**src/rtl/pdm_tx_pkg.sv**
```systemverilog
// ============================================================================
// Module   : pdm_tx_pkg
// Brief    : Shared widths, full-scale constants and integrator saturation
//            for the PCM-to-PDM transmitter.
// Revision : 1.0  initial release
// ============================================================================
`default_nettype none

package pdm_tx_pkg;

    localparam int IN_W  = 18;
    localparam int ACC_W = 24;
    // Two guard bits hold integrator + input + feedback before clamping.
    localparam int EXT_W = ACC_W + 2;

    typedef logic signed [IN_W-1:0]  sample_t;
    typedef logic signed [ACC_W-1:0] acc_t;
    typedef logic signed [EXT_W-1:0] ext_t;

    localparam ext_t FS      = EXT_W'(2 ** (IN_W - 1));
    localparam ext_t ACC_MAX = EXT_W'(2 ** (ACC_W - 1) - 1);
    localparam ext_t ACC_MIN = -(EXT_W'(2 ** (ACC_W - 1)));

    function automatic acc_t saturate(input ext_t v);
        if (v > ACC_MAX) begin
            return ACC_W'(ACC_MAX);
        end else if (v < ACC_MIN) begin
            return ACC_W'(ACC_MIN);
        end
        return ACC_W'(v);
    endfunction

endpackage

`default_nettype wire

```
**src/rtl/pdm_sigma_delta_tx_if.sv**
```systemverilog
// ============================================================================
// Module   : pdm_sigma_delta_tx_if
// Brief    : PCM sample valid/ready handshake into the PDM transmitter.
// Revision : 1.0  initial release
// ============================================================================
`default_nettype none

interface pdm_sigma_delta_tx_if;
    import pdm_tx_pkg::*;

    sample_t i_data;
    logic    i_vld;
    logic    i_rdy;

    modport master (
        output i_data,
        output i_vld,
        input  i_rdy
    );

    modport slave (
        input  i_data,
        input  i_vld,
        output i_rdy
    );

endinterface

`default_nettype wire

```
**src/rtl/pdm_sigma_delta_tx_sdm2_core.sv**
```systemverilog
// ============================================================================
// Module   : sdm2_core
// Brief    : Second-order sigma-delta modulator with saturating integrators,
//            advanced one bit per step strobe.
// Revision : 1.0  initial release
// ============================================================================
`default_nettype none

module sdm2_core
    import pdm_tx_pkg::*;
(
    input  logic    CLK,
    input  logic    RST,
    input  logic    i_step,
    input  sample_t i_x,
    output logic    o_bit
);

    acc_t r_i1;
    acc_t r_i2;
    logic r_bit;
    ext_t w_fb;
    acc_t w_i1_new;
    acc_t w_i2_new;

    assign w_fb     = r_bit ? FS : -FS;
    assign w_i1_new = saturate(ext_t'(r_i1) + ext_t'(i_x) - w_fb);
    assign w_i2_new = saturate(ext_t'(r_i2) + ext_t'(w_i1_new) - w_fb);

    always_ff @(posedge CLK or posedge RST) begin
        if (RST) begin
            r_i1  <= '0;
            r_i2  <= '0;
            r_bit <= 1'b0;
        end else if (i_step) begin
            r_i1  <= w_i1_new;
            r_i2  <= w_i2_new;
            r_bit <= ~w_i2_new[ACC_W-1];
        end
    end

    assign o_bit = r_bit;

endmodule

`default_nettype wire

```
**src/rtl/pdm_sigma_delta_tx.sv**
```systemverilog
// ============================================================================
// Module   : pdm_sigma_delta_tx
// Brief    : PCM-to-PDM transmitter: 2-entry sample FIFO, bit-clock divider,
//            sample-rate bit counter and second-order modulator.
// Revision : 1.0  initial release
// ============================================================================
`default_nettype none

module pdm_sigma_delta_tx
    import pdm_tx_pkg::*;
#(
    parameter int CLK_DIV_HALF = 15,
    parameter int OSR          = 500
)(
    input  logic                 CLK,
    input  logic                 RST,
    pdm_sigma_delta_tx_if.slave  bus,
    output logic                 pdm_clk,
    output logic                 pdm_data,
    output logic                 o_underrun,
    output logic [15:0]          o_underrun_cnt
);

    localparam int c_DIV_W = $clog2(CLK_DIV_HALF + 1);
    localparam int c_BIT_W = $clog2(OSR + 1);
    localparam logic [c_DIV_W-1:0] c_DIV_LAST = c_DIV_W'(CLK_DIV_HALF - 1);
    localparam logic [c_BIT_W-1:0] c_BIT_LAST = c_BIT_W'(OSR - 1);

    logic [c_DIV_W-1:0] r_div;
    logic               r_pclk;
    logic [c_BIT_W-1:0] r_bitcnt;
    sample_t            r_fifo [2];
    logic               r_wr_ptr;
    logic               r_rd_ptr;
    logic [1:0]         r_occ;
    sample_t            r_held;
    logic [15:0]        r_ucnt;

    logic    w_step;
    logic    w_boundary;
    logic    w_full;
    logic    w_empty;
    logic    w_push;
    logic    w_pop;
    sample_t w_x;
    logic    w_bit;

    // A step is the cycle whose edge takes the bit clock from high to low.
    assign w_step     = r_pclk && (r_div == c_DIV_LAST);
    assign w_boundary = w_step && (r_bitcnt == c_BIT_LAST);
    assign w_full     = (r_occ == 2'd2);
    assign w_empty    = (r_occ == 2'd0);
    assign w_push     = bus.i_vld && !w_full;
    assign w_pop      = w_boundary && !w_empty;

    always_ff @(posedge CLK or posedge RST) begin
        if (RST) begin
            r_div  <= '0;
            r_pclk <= 1'b0;
        end else if (r_div == c_DIV_LAST) begin
            r_div  <= '0;
            r_pclk <= ~r_pclk;
        end else begin
            r_div  <= r_div + 1'b1;
        end
    end

    always_ff @(posedge CLK or posedge RST) begin
        if (RST) begin
            r_bitcnt <= '0;
        end else if (w_step) begin
            r_bitcnt <= (r_bitcnt == c_BIT_LAST) ? '0 : r_bitcnt + 1'b1;
        end
    end

    // Storage needs no reset: occupancy alone defines what is valid.
    always_ff @(posedge CLK) begin
        if (w_push) begin
            r_fifo[r_wr_ptr] <= bus.i_data;
        end
    end

    always_ff @(posedge CLK or posedge RST) begin
        if (RST) begin
            r_wr_ptr <= 1'b0;
            r_rd_ptr <= 1'b0;
            r_occ    <= 2'd0;
        end else begin
            if (w_push) begin
                r_wr_ptr <= ~r_wr_ptr;
            end
            if (w_pop) begin
                r_rd_ptr <= ~r_rd_ptr;
            end
            case ({w_push, w_pop})
                2'b10:   r_occ <= r_occ + 2'd1;
                2'b01:   r_occ <= r_occ - 2'd1;
                default: r_occ <= r_occ;
            endcase
        end
    end

    // On underrun the held sample simply repeats (zero-order hold).
    always_ff @(posedge CLK or posedge RST) begin
        if (RST) begin
            r_held <= '0;
            r_ucnt <= '0;
        end else begin
            if (w_pop) begin
                r_held <= r_fifo[r_rd_ptr];
            end
            if (o_underrun && (r_ucnt != 16'hFFFF)) begin
                r_ucnt <= r_ucnt + 16'd1;
            end
        end
    end

    assign w_x = r_held >>> 1;

    sdm2_core u_sdm2_core (
        .CLK    (CLK),
        .RST    (RST),
        .i_step (w_step),
        .i_x    (w_x),
        .o_bit  (w_bit)
    );

    assign bus.i_rdy      = !w_full;
    assign pdm_clk        = r_pclk;
    assign pdm_data       = w_bit;
    assign o_underrun     = w_boundary && w_empty;
    assign o_underrun_cnt = r_ucnt;

endmodule

`default_nettype wire

```
**src/flat_wrapper.sv**
```systemverilog
// flat-port wrapper written by rule: the top's interface ports become plain ports
module pdm_sigma_delta_tx_flat import pdm_tx_pkg::*;
#(
    parameter int CLK_DIV_HALF = 15,
    parameter int OSR          = 500
)
  (CLK, RST, pdm_clk, pdm_data, o_underrun, o_underrun_cnt, bus_i_data, bus_i_vld, bus_i_rdy);
  pdm_sigma_delta_tx_if bus_i ();
  input  logic CLK;
  input  logic RST;
  output logic pdm_clk;
  output logic pdm_data;
  output logic o_underrun;
  output logic [15:0] o_underrun_cnt;
  input wire logic [$bits(bus_i.i_data)-1:0] bus_i_data;
  input wire logic [$bits(bus_i.i_vld)-1:0] bus_i_vld;
  output wire logic [$bits(bus_i.i_rdy)-1:0] bus_i_rdy;
  assign bus_i.i_data = bus_i_data;
  assign bus_i.i_vld = bus_i_vld;
  assign bus_i_rdy = bus_i.i_rdy;
  pdm_sigma_delta_tx #(.CLK_DIV_HALF(CLK_DIV_HALF), .OSR(OSR)) u_core (.CLK(CLK), .RST(RST), .bus(bus_i), .pdm_clk(pdm_clk), .pdm_data(pdm_data), .o_underrun(o_underrun), .o_underrun_cnt(o_underrun_cnt));
endmodule
```
**config.mk**
```make
export PLATFORM = sky130hd
export DESIGN_NAME = pdm_sigma_delta_tx_flat
export DESIGN_NICKNAME = d
export VERILOG_FILES = /design/src/rtl/pdm_tx_pkg.sv /design/src/rtl/pdm_sigma_delta_tx_if.sv /design/src/rtl/pdm_sigma_delta_tx_sdm2_core.sv /design/src/rtl/pdm_sigma_delta_tx.sv /design/src/flat_wrapper.sv
export SDC_FILE = /design/constraint.sdc
export NUM_CORES = 1
export LEC_CHECK = 0
export CAP_MARGIN = 40
export CORE_AREA = 5 5 162 117
export DETAILED_ROUTE_END_ITERATION = 7
export DIE_AREA = 0 0 167 122
export PLACE_DENSITY_LB_ADDON = 0.25
export SKIP_LAST_GASP = 1
export SLEW_MARGIN = 10
export SYNTH_ARGS = -nofsm -noshare
export SYNTH_HDL_FRONTEND = slang
export SYNTH_SLANG_ARGS = --single-unit
```
**constraint.sdc**
```tcl
create_clock -name CLK -period 15 [get_ports CLK]
set_input_delay 3 -clock CLK [delete_from_list [all_inputs] [get_ports CLK]]
set_output_delay 3 -clock CLK [all_outputs]
set_load 0.02 [all_outputs]
```
==> results of run 1 <==
## cells in the final DEF, fill, tap and decap left out, drive strengths merged, types with 14 or more instances in the layout
cell type | Yosys | routed
xnor2 | 39 | 39
nor2 | 57 | 57
mux2i | 18 | 18
nand2 | 101 | 101
dfrtp | 100 | 100
a21oi | 86 | 86
xor2 | 25 | 25
clkbuf | 24 | 17
inv | 128 | 137
clkdlybuf4s50 | 0 | 39
ha | 86 | 86
a2bb2oi | 14 | 14
nand3 | 17 | 17
and3 | 14 | 14
a21o | 22 | 22
edfxtp | 34 | 34
o21ai | 66 | 66
## power by group through the flow
stage                     clock network, µW  logic, µW  registers [µW]
after CTS                               426       50.3             412
after global routing                    445       53.9             414
after floorplan                           0       29.1             418
after global placement                    0       48.6             419
after detailed placement                  0       49.6             419
final                                   418       48.8             412
## stage by stage
stage               area (µm²)  setup WS, ns  hold WS (ns)  instances
finish                   10550         6.788        0.4821       1284
detailed placement        9962         7.018        0.4697       1252
CTS                      10550         6.924        0.4849       1284
global placement          9889         6.833        0.4632       1248
floorplan                 9293         8.115        0.4485        996
global route             10550         6.158        0.5091       1284
## how the worst max path moves through the flow
stage,cells past startpoint,endpoint,slack [ns]
2_1_floorplan,28,u_core.u_sdm2_core.r_i2[15],8.12
3_3_place_gp,26,u_core.u_sdm2_core.r_i2[1],6.83
3_5_place_dp,26,u_core.u_sdm2_core.r_i2[2],7.02
4_1_cts,26,u_core.u_sdm2_core.r_i2[11],6.92
5_1_grt,27,u_core.u_sdm2_core.r_i2[9],6.16
6_report,27,u_core.u_sdm2_core.r_i2[14],6.79
## cells by family after synthesis
family,after synthesis
compound gates,268
xor+xnor,64
flops,134
buf+inv,157
simple gates,255
mux,20
fa+ha+maj,98
## registers in the layout (all words and copies together), names as in the netlist
name	cells
u_core.r_wr_ptr	1
u_core.o_underrun_cnt	16
u_core.r_held	17
u_core.u_sdm2_core.r_i1	24
u_core.u_sdm2_core.o_bit	1
u_core.pdm_clk	1
u_core.r_occ	2
u_core.r_bitcnt	9
u_core.r_div	4
u_core.r_rd_ptr	1
u_core.r_fifo	34
u_core.u_sdm2_core.r_i2	24
## final cells by class
cell class	count	area share
Tap cell	236	0.02800
Clock buffer	17	0.04034
Clock inverter	15	0.01507
Inverter	128	0.04579
Timing Repair Buffer	49	0.04817
Multi-Input combinational cell	705	0.4885
Sequential cell	134	0.3341
## critical path, cell delays in order, from the launching register on
cell and delay, ns:
dfrtp_1 0.64, inv_1 0.14, fa_1 0.50, inv_1 0.04, ha_1 0.37, and3_1 0.24, and4_1 0.22, a21oi_1 0.15
nand2_1 0.08, o21ai_1 0.61, and2_2 0.29, nand2_1 0.06, nand2_1 0.60, o21ai_0 0.48, ha_1 0.42, inv_1 0.04
ha_1 0.34, and3_1 0.20, nand2b_1 0.07, a2111oi_2 0.51, o31ai_1 0.17, a21oi_1 0.23, nor2_1 0.08, xnor2_1 0.42
inv_1 0.10, a211o_2 0.50, a2111oi_2 0.43, a2bb2oi_1 0.18
## metal layers
layer / GRT usage / wire [µm] / vias to the layer above
li1: - / - / 3548
met1: 0.3043 / 10360 / 3387
met2: 0.3092 / 8655 / 122
met3: 0.04476 / 1013 / 18
met4: 0.04343 / 240 / 0
met5: 0 / 0 / -
==> results.tsv, run 1 <==
metric	value	unit
outcome	complete, no violations	
routed vias	7075	
final period utilization	0.5474	
postcts setup bufs	0	
total of max-cap violations	0	
largest cells by area after synthesis	dfrtp_1 27%, ha_1 12%, edfxtp_1 11%	
Num Clock Sinks	134	
clk_skew	0.007785	ns
HP Class	flip-flop to flip-flop	
core area	17490	µm²
Synth Area in Simple Gates	0.1321	
# DRC	0	
Die X	167	µm
switching portion of total power	0.2519	
Initial Util	0.5312	
number of fillers in the final layout	1510	
Synth Cell Area	9293	µm²
share of synthesized area occupied by flip-flops and latches	0.3792	
Comb power frac	0.056	
Avg Vias per Cell	5.510	
grt ovf	0	
Hold Path End	u_core.u_sdm2_core.r_i2[13]	
FF-to-FF Start	u_core.r_held[17]	
peak supply drop	0.06318	mV
Die H	122	µm
worst slew pin tran	0.8240	ns
Clock Path Buffers	2	
Mapped Cells	996	
Final Hold Viols	0	
mux contribution to synthesized area	0.02316	
largest net degree at the start of global routing	67	
CP endpoint kind	flip-flop	
Synth Area in Adders	0.1416	
largest family of logic cells by synthesized area	compound AO/OA/AOI/OAI gates	
Main synth FF type	dfrtp_1	
top post-synthesis cells by count	128 x inv_1, 100 x dfrtp_1, 100 x nand2_1	
hpwl dp	14820	µm
Reg clk slew, reported paths	0.07	ns
Pre-antenna DRT Iters	4	
clock latency on the worst-skew pair	0.42	ns
Slew Viols, Final	0	
fraction of layout cells with a size suffix above 1	0.08015	
hold path start	u_core.u_sdm2_core.r_i2[13]	
crit path time final	8.212	ns
compound-gate portion of the synthesized area	0.1964	
First DRT Iteration DRCs	489	
hold path cells	2	
top-count cell post-synth	inv_1	
yosys warns	0	
CTS Buf Count	17	
CP Class	flip-flop to flip-flop	
number of global-route vias before repair	6747	
Fin Setup TNS	0	ns
Clk pwr share	0.476	
CP Data Arrival Time	8.56	ns
Setup crit start	u_core.r_held[17]	
clock root buffer master	clkbuf_16	
Post-Synth XOR/XNOR Area	0.06032	
Post-synth EDFFs	34	
Flop pwr share	0.469	
final wirelength	20270	µm
Max Fclk	121.8	MHz
die area	20370	µm²
Synth Net Count	1115	
r2r endpoint	u_core.u_sdm2_core.r_i2[14]	
Area Growth Syn to Fin	13.49	%
Rel. slew slack	0.4507	
area of the multi-input gates	5152	µm²
Setup violations, final	0	
WP data required	15.35	ns
asr flop ratio synth	0.7463	
H-Tree Depth	4	
Pleak	0.004914	µW
Synth area leader	dfrtp_1	
Avg Cell Area, Syn	9.330	µm²
P_int	657.6	µW
GRT Util Overall	0.2048	
Sequential Area	3523	µm²
Wirelength per Cell	15.79	µm
post-layout net count	1154	
number of gates resized after CTS	0	
FF-to-FF setup slack	6.79	ns
IO Port Bufs	39	
antenna viol nets, final	0	
diode count	0	
worst r2r path cells	27	
Yosys top cell area share	0.2693	
PD cells	83.34	nW/µm²
hold_buf cts	0	
CTS tree	built	
IO Count	41	
Net Switching	221.4	µW
Core Rows	41	
setup repair after global routing missed its margin	no	
Final Wtd Congestion	0.8936	
Yosys cell types	81	
Power, Total	879.0	µW
final core utilization	0.6029	
crit path max fanout	23	
global-route wire length before repair	33800	µm
Synth Register Bits	134	
CP startpoint kind	flip-flop	
initial antenna violation count	0	
Power figures use the tool's default switching activity.
==> run 2, diff against run 1 <==
clock period = 7.9 ns   (was 15 ns; I/O delays follow)
==> results.tsv, run 2 (synthesis results as in run 1) <==
metric	value	unit
clk_skew	0.01751	ns
Clk pwr share	0.476	
Max Fclk	136.6	MHz
WP data required	8.24	ns
crit path max fanout	22	
fraction of layout cells with a size suffix above 1	0.08539	
max reg flops	34	
CTS Buf Count	17	
postcts setup bufs	0	
CP Class	flip-flop to flip-flop	
total of max-cap violations	0	
core area	17490	µm²
Rel. slew slack	0.4466	
CP startpoint kind	flip-flop	
hold_buf cts	0	
final period utilization	0.9270	
FF-to-FF setup slack	0.58	ns
die area	20370	µm²
Net Switching	395.6	µW
most frequent cells in the layout	127 x inv_1, 99 x nand2_1, 99 x dfrtp_1, 86 x ha_1, 85 x a21oi_1	
global-route wire length before repair	34490	µm
Avg Vias per Cell	5.547	
GRT Util Overall	0.2094	
final core utilization	0.6061	
Die H	122	µm
Wirelength per Cell	15.99	µm
P_int	1269	µW
final wirelength	20630	µm
placed cells	1258	
IO Port Bufs	39	
antenna viol nets, final	0	
initial antenna violation count	0	
largest net degree at the start of global routing	67	
Slew Viols, Final	0	
PD cells	157.0	nW/µm²
H-Tree Depth	4	
WP buf/inv	3	
CP Data Arrival Time	7.66	ns
CP max stage cell	or3_1	
IO Count	41	
number of global-route vias before repair	6789	
number of gates resized after CTS	0	
Die X	167	µm
crit path time final	7.323	ns
Pleak	0.004955	µW
Setup violations, final	0	
Flop pwr share	0.470	
peak supply drop	0.1098	mV
post-layout net count	1160	
routed vias	7155	
diode count	0	
top flop regs	u_core.r_fifo (34), u_core.u_sdm2_core.r_i1 (24), u_core.u_sdm2_core.r_i2 (24)	
grt ovf	0	
Pre-antenna DRT Iters	5	
worst slew pin tran	0.8301	ns
Core Rows	41	
Clock Path Buffers	2	
Top reg by flops	u_core.r_fifo	
setup repair after global routing missed its margin	no	
hpwl dp	14940	µm
Fin Setup TNS	0	ns
Num Clock Sinks	134	
HP Class	flip-flop to flip-flop	
Reg clk slew, reported paths	0.07	ns
Comb power frac	0.054	
CP max stage delay	0.54	ns
switching portion of total power	0.2376	
commonest non-fill, non-tap cell in the layout	inv_1	
First DRT Iteration DRCs	469	
Initial Util	0.5312	
# DRC	0	
outcome	complete, no violations	
clock root buffer master	clkbuf_16	
Finished Layout Cells	1290	
Final Wtd Congestion	0.9268	
CP delay by family, top	compound AO/OA/AOI/OAI gates	
CTS tree	built	
Final Hold Viols	0	
Area Growth Syn to Fin	14.10	%
clock latency on the worst-skew pair	0.43	ns
CP endpoint kind	flip-flop	
## run 2: cell count changes in the layout (fill, tap and decap cells not counted), sizes merged
cell      before  now
buf           10   16
inv          137  131
clkinv         2    6
clkbuf        17   19
bufinv         1    2
clkinvlp       3    2
## run 2: power groups by stage
stage / clock (µW) / combinational (µW) / sequential [µW]
CTS: 806 / 93.1 / 784
global placement: 0 / 91.5 / 795
finish: 792 / 90.0 / 783
global route: 842 / 101 / 788
floorplan: 0 / 55.2 / 793
detailed placement: 0 / 92.6 / 797
## run 2: tightest hold or removal path, stage by stage (launching register included)
cell     delay [ns]
dfrtp_1        0.34
nand2_1        0.05
o31ai_1        0.05
## run 2: per-layer routing
layer / vias up / global-route usage / wire [µm]
met1: 3388 / 0.3105 / 10430
met3: 16 / 0.06130 / 1341
met2: 182 / 0.3051 / 8695
met5: - / 0 / 0
met4: 0 / 0.04394 / 158
li1: 3569 / - / -
## run 2: layout make-up
type                       count  area (µm²)
sequential                   134        3525
timing repair buffer          55       543.0
tap                          236       295.3
clock buffer                  19       432.9
clock inverter                13       148.9
inverter                     128       483.0
fill                        1491        6890
multi-input combinational    705        5175
## run 2: final timing paths
| kind | startpoint | end | depth (start not counted) |
|---|---|---|---|
| min reg2reg | u_core.u_sdm2_core.r_i2[13] | u_core.u_sdm2_core.r_i2[13] | 2 |
| max in group asynchronous | RST | u_core.r_held[17] | 3 |
| min | u_core.u_sdm2_core.r_i2[13] | u_core.u_sdm2_core.r_i2[13] | 2 |
| max | u_core.r_held[17] | u_core.u_sdm2_core.r_i2[14] | 27 |
| min in group asynchronous | RST | u_core.u_sdm2_core.r_i2[13] | 2 |
| max reg2reg | u_core.r_held[17] | u_core.u_sdm2_core.r_i2[14] | 27 |
## run 2: per-stage QoR
stage / total power, µW / instance area [µm²] / worst slack (ns) / hold WS (ns)
floorplan: 848.6 / 9293 / 1.015 / 0.4485
global placement: 886.8 / 9980 / 0.4835 / 0.4637
detailed placement: 889.4 / 9995 / 0.4000 / 0.4671
CTS: 1683 / 10580 / 0.3512 / 0.4815
global route: 1731 / 10600 / 0.04368 / 0.4986
finish: 1665 / 10600 / 0.5768 / 0.4787
==> run 3, diff against run 2 <==
CTS_CLUSTER_SIZE = 40   (was default)
clock period = 5.9 ns   (was 7.9 ns; I/O delays follow)
==> results.tsv, run 3 (synthesis results as in run 1) <==
metric	value	unit
final wirelength	25860	µm
clock latency on the worst-skew pair	0.43	ns
number of global-route vias before repair	8025	
CP delay by family, top	compound AO/OA/AOI/OAI gates	
Num Clock Sinks	134	
CTS tree	built	
# DRC	0	
Initial Util	0.5312	
Final Hold Viols	0	
grt ovf	0	
WP data required	6.25	ns
PD cells	174.9	nW/µm²
CP Class	flip-flop to flip-flop	
Final Wtd Congestion	0.9108	
total of max-cap violations	0	
FF-to-FF Start	u_core.r_held[17]	
WP buf/inv	7	
initial antenna violation count	0	
Rel. slew slack	0.4170	
Finished Layout Cells	1481	
Fin Setup TNS	-4.169	ns
HP Class	flip-flop to flip-flop	
core area	17490	µm²
fraction of layout cells with a size suffix above 1	0.3020	
CP startpoint kind	flip-flop	
clk_skew	0.009293	ns
Setup violations, final	23	
IO Port Bufs	39	
Wirelength per Cell	17.46	µm
GRT Util Overall	0.2402	
most frequent cells in the layout	181 x buf_4, 122 x inv_1, 98 x dfrtp_1, 94 x nand2_1, 71 x ha_1	
Setup crit start	u_core.r_held[17]	
diode count	0	
Pre-antenna DRT Iters	7	
Final WS setup	-0.2487	ns
Top reg by flops	u_core.r_fifo	
Area Growth Syn to Fin	38.17	%
failing checks	setup timing	
Die X	167	µm
antenna viol nets, final	0	
Reg clk slew, reported paths	0.07	ns
routed vias	8200	
global-route wire length before repair	39290	µm
number of fillers in the final layout	1171	
setup repair after global routing missed its margin	yes	
Avg Vias per Cell	5.537	
Slew Viols, Final	0	
Pleak	0.006005	µW
H-Tree Depth	4	
post-layout net count	1351	
CP endpoint kind	flip-flop	
largest net degree at the start of global routing	67	
peak supply drop	0.1998	mV
CP Data Arrival Time	6.50	ns
hold path start	u_core.u_sdm2_core.r_i1[10]	
top flop regs	u_core.r_fifo (34), u_core.u_sdm2_core.r_i1 (24), u_core.u_sdm2_core.r_i2 (24)	
die area	20370	µm²
Area after DPL	11340	µm²
final period utilization	1.042	
Clock Path Buffers	2	
Max Fclk	162.6	MHz
placed cells	1412	
clock root buffer master	clkbuf_16	
hpwl dp	16870	µm
Die H	122	µm
crit path time final	6.149	ns
CP max stage cell	fa_2	
commonest non-fill, non-tap cell in the layout	buf_4	
worst slew pin tran	0.8745	ns
First DRT Iteration DRCs	600	
outcome	finished, violations left	
max reg flops	34	
CP max stage delay	0.58	ns
IO Count	41	
CTS Buf Count	17	
final instance area	12840	µm²
Core Rows	41	
crit path max fanout	6	
## run 3: cell count changes in the layout (fill, tap and decap cells not counted), moves of 6 or more
cell     delta
o21ai_0    -12
a21oi_2    +15
ha_4       +13
buf_6      +18
a21oi_1    -23
o21ai_2     +6
a21oi_4     +8
ha_1       -15
buf_4     +168
## run 3: area by class of cell
cell class	count	area (µm²)	area share
Sequential cell	134	3526	0.2746
Multi-Input combinational cell	706	5857	0.4561
Clock inverter	14	155.1	0.01208
Inverter	128	483.0	0.03761
Tap cell	236	295.3	0.02300
Clock buffer	18	429.2	0.03342
Timing Repair Buffer	245	2095	0.1631
## run 3: final timing paths
kind	endpoint	slack, ns	cells past startpoint
max in group asynchronous	u_core.r_bitcnt[8]	3.63	3
max reg2reg	u_core.u_sdm2_core.r_i2[5]	-0.25	30
min reg2reg	u_core.u_sdm2_core.r_i1[10]	0.48	2
max	u_core.u_sdm2_core.r_i2[5]	-0.25	30
min	u_core.u_sdm2_core.r_i1[10]	0.48	2
min in group asynchronous	u_core.u_sdm2_core.r_i1[3]	1.24	2
## run 3: layer usage
layer,track usage,wire (µm),up-vias
met3,0.05028,1454,48
met5,0,0,-
li1,-,-,3957
met4,0.06949,505,0
met1,0.3416,12060,3960
met2,0.3746,11840,235
## run 3: power by group
group          switching (µW)  total [µW]  internal [µW]  leakage (µW)
Combinational            78.4         123           44.8       0.00405
Clock                     474        1070            599      0.000283
Sequential               22.7        1050           1030       0.00167
Total                     576        2250           1670       0.00600
## run 3: what timing repair did
item | CTS | global route
gates cloned | 2 | 1
pin swaps | 45 | 57
hold buffers | 0 | 0
setup buffers | 21 | 13
endpoints found under the setup margin | 25 | 25
resized for setup | 46 | 82
endpoints found under the hold margin | 0 | 0
## run 3: stage by stage
step	hold WS (ns)	util	total power (µW)	setup slack, ns
final	0.4833	0.7340	2246	-0.2487
after global routing	0.5095	0.7340	2328	-0.4257
after CTS	0.4852	0.7033	2260	-0.2296
after detailed placement	0.4712	0.6483	1193	-0.6868
after global placement	0.4646	0.6467	1187	-0.4655
after floorplan	0.4485	-	1136	-0.1126
## run 3: worst register-to-register path: cells and delay by family (launching register included)
kind | cells | cell delay (ns)
compound gates | 10 | 1.96
simple gates | 9 | 1.35
fa+ha+maj | 4 | 1.30
buf+inv | 7 | 1.00
flops | 1 | 0.47
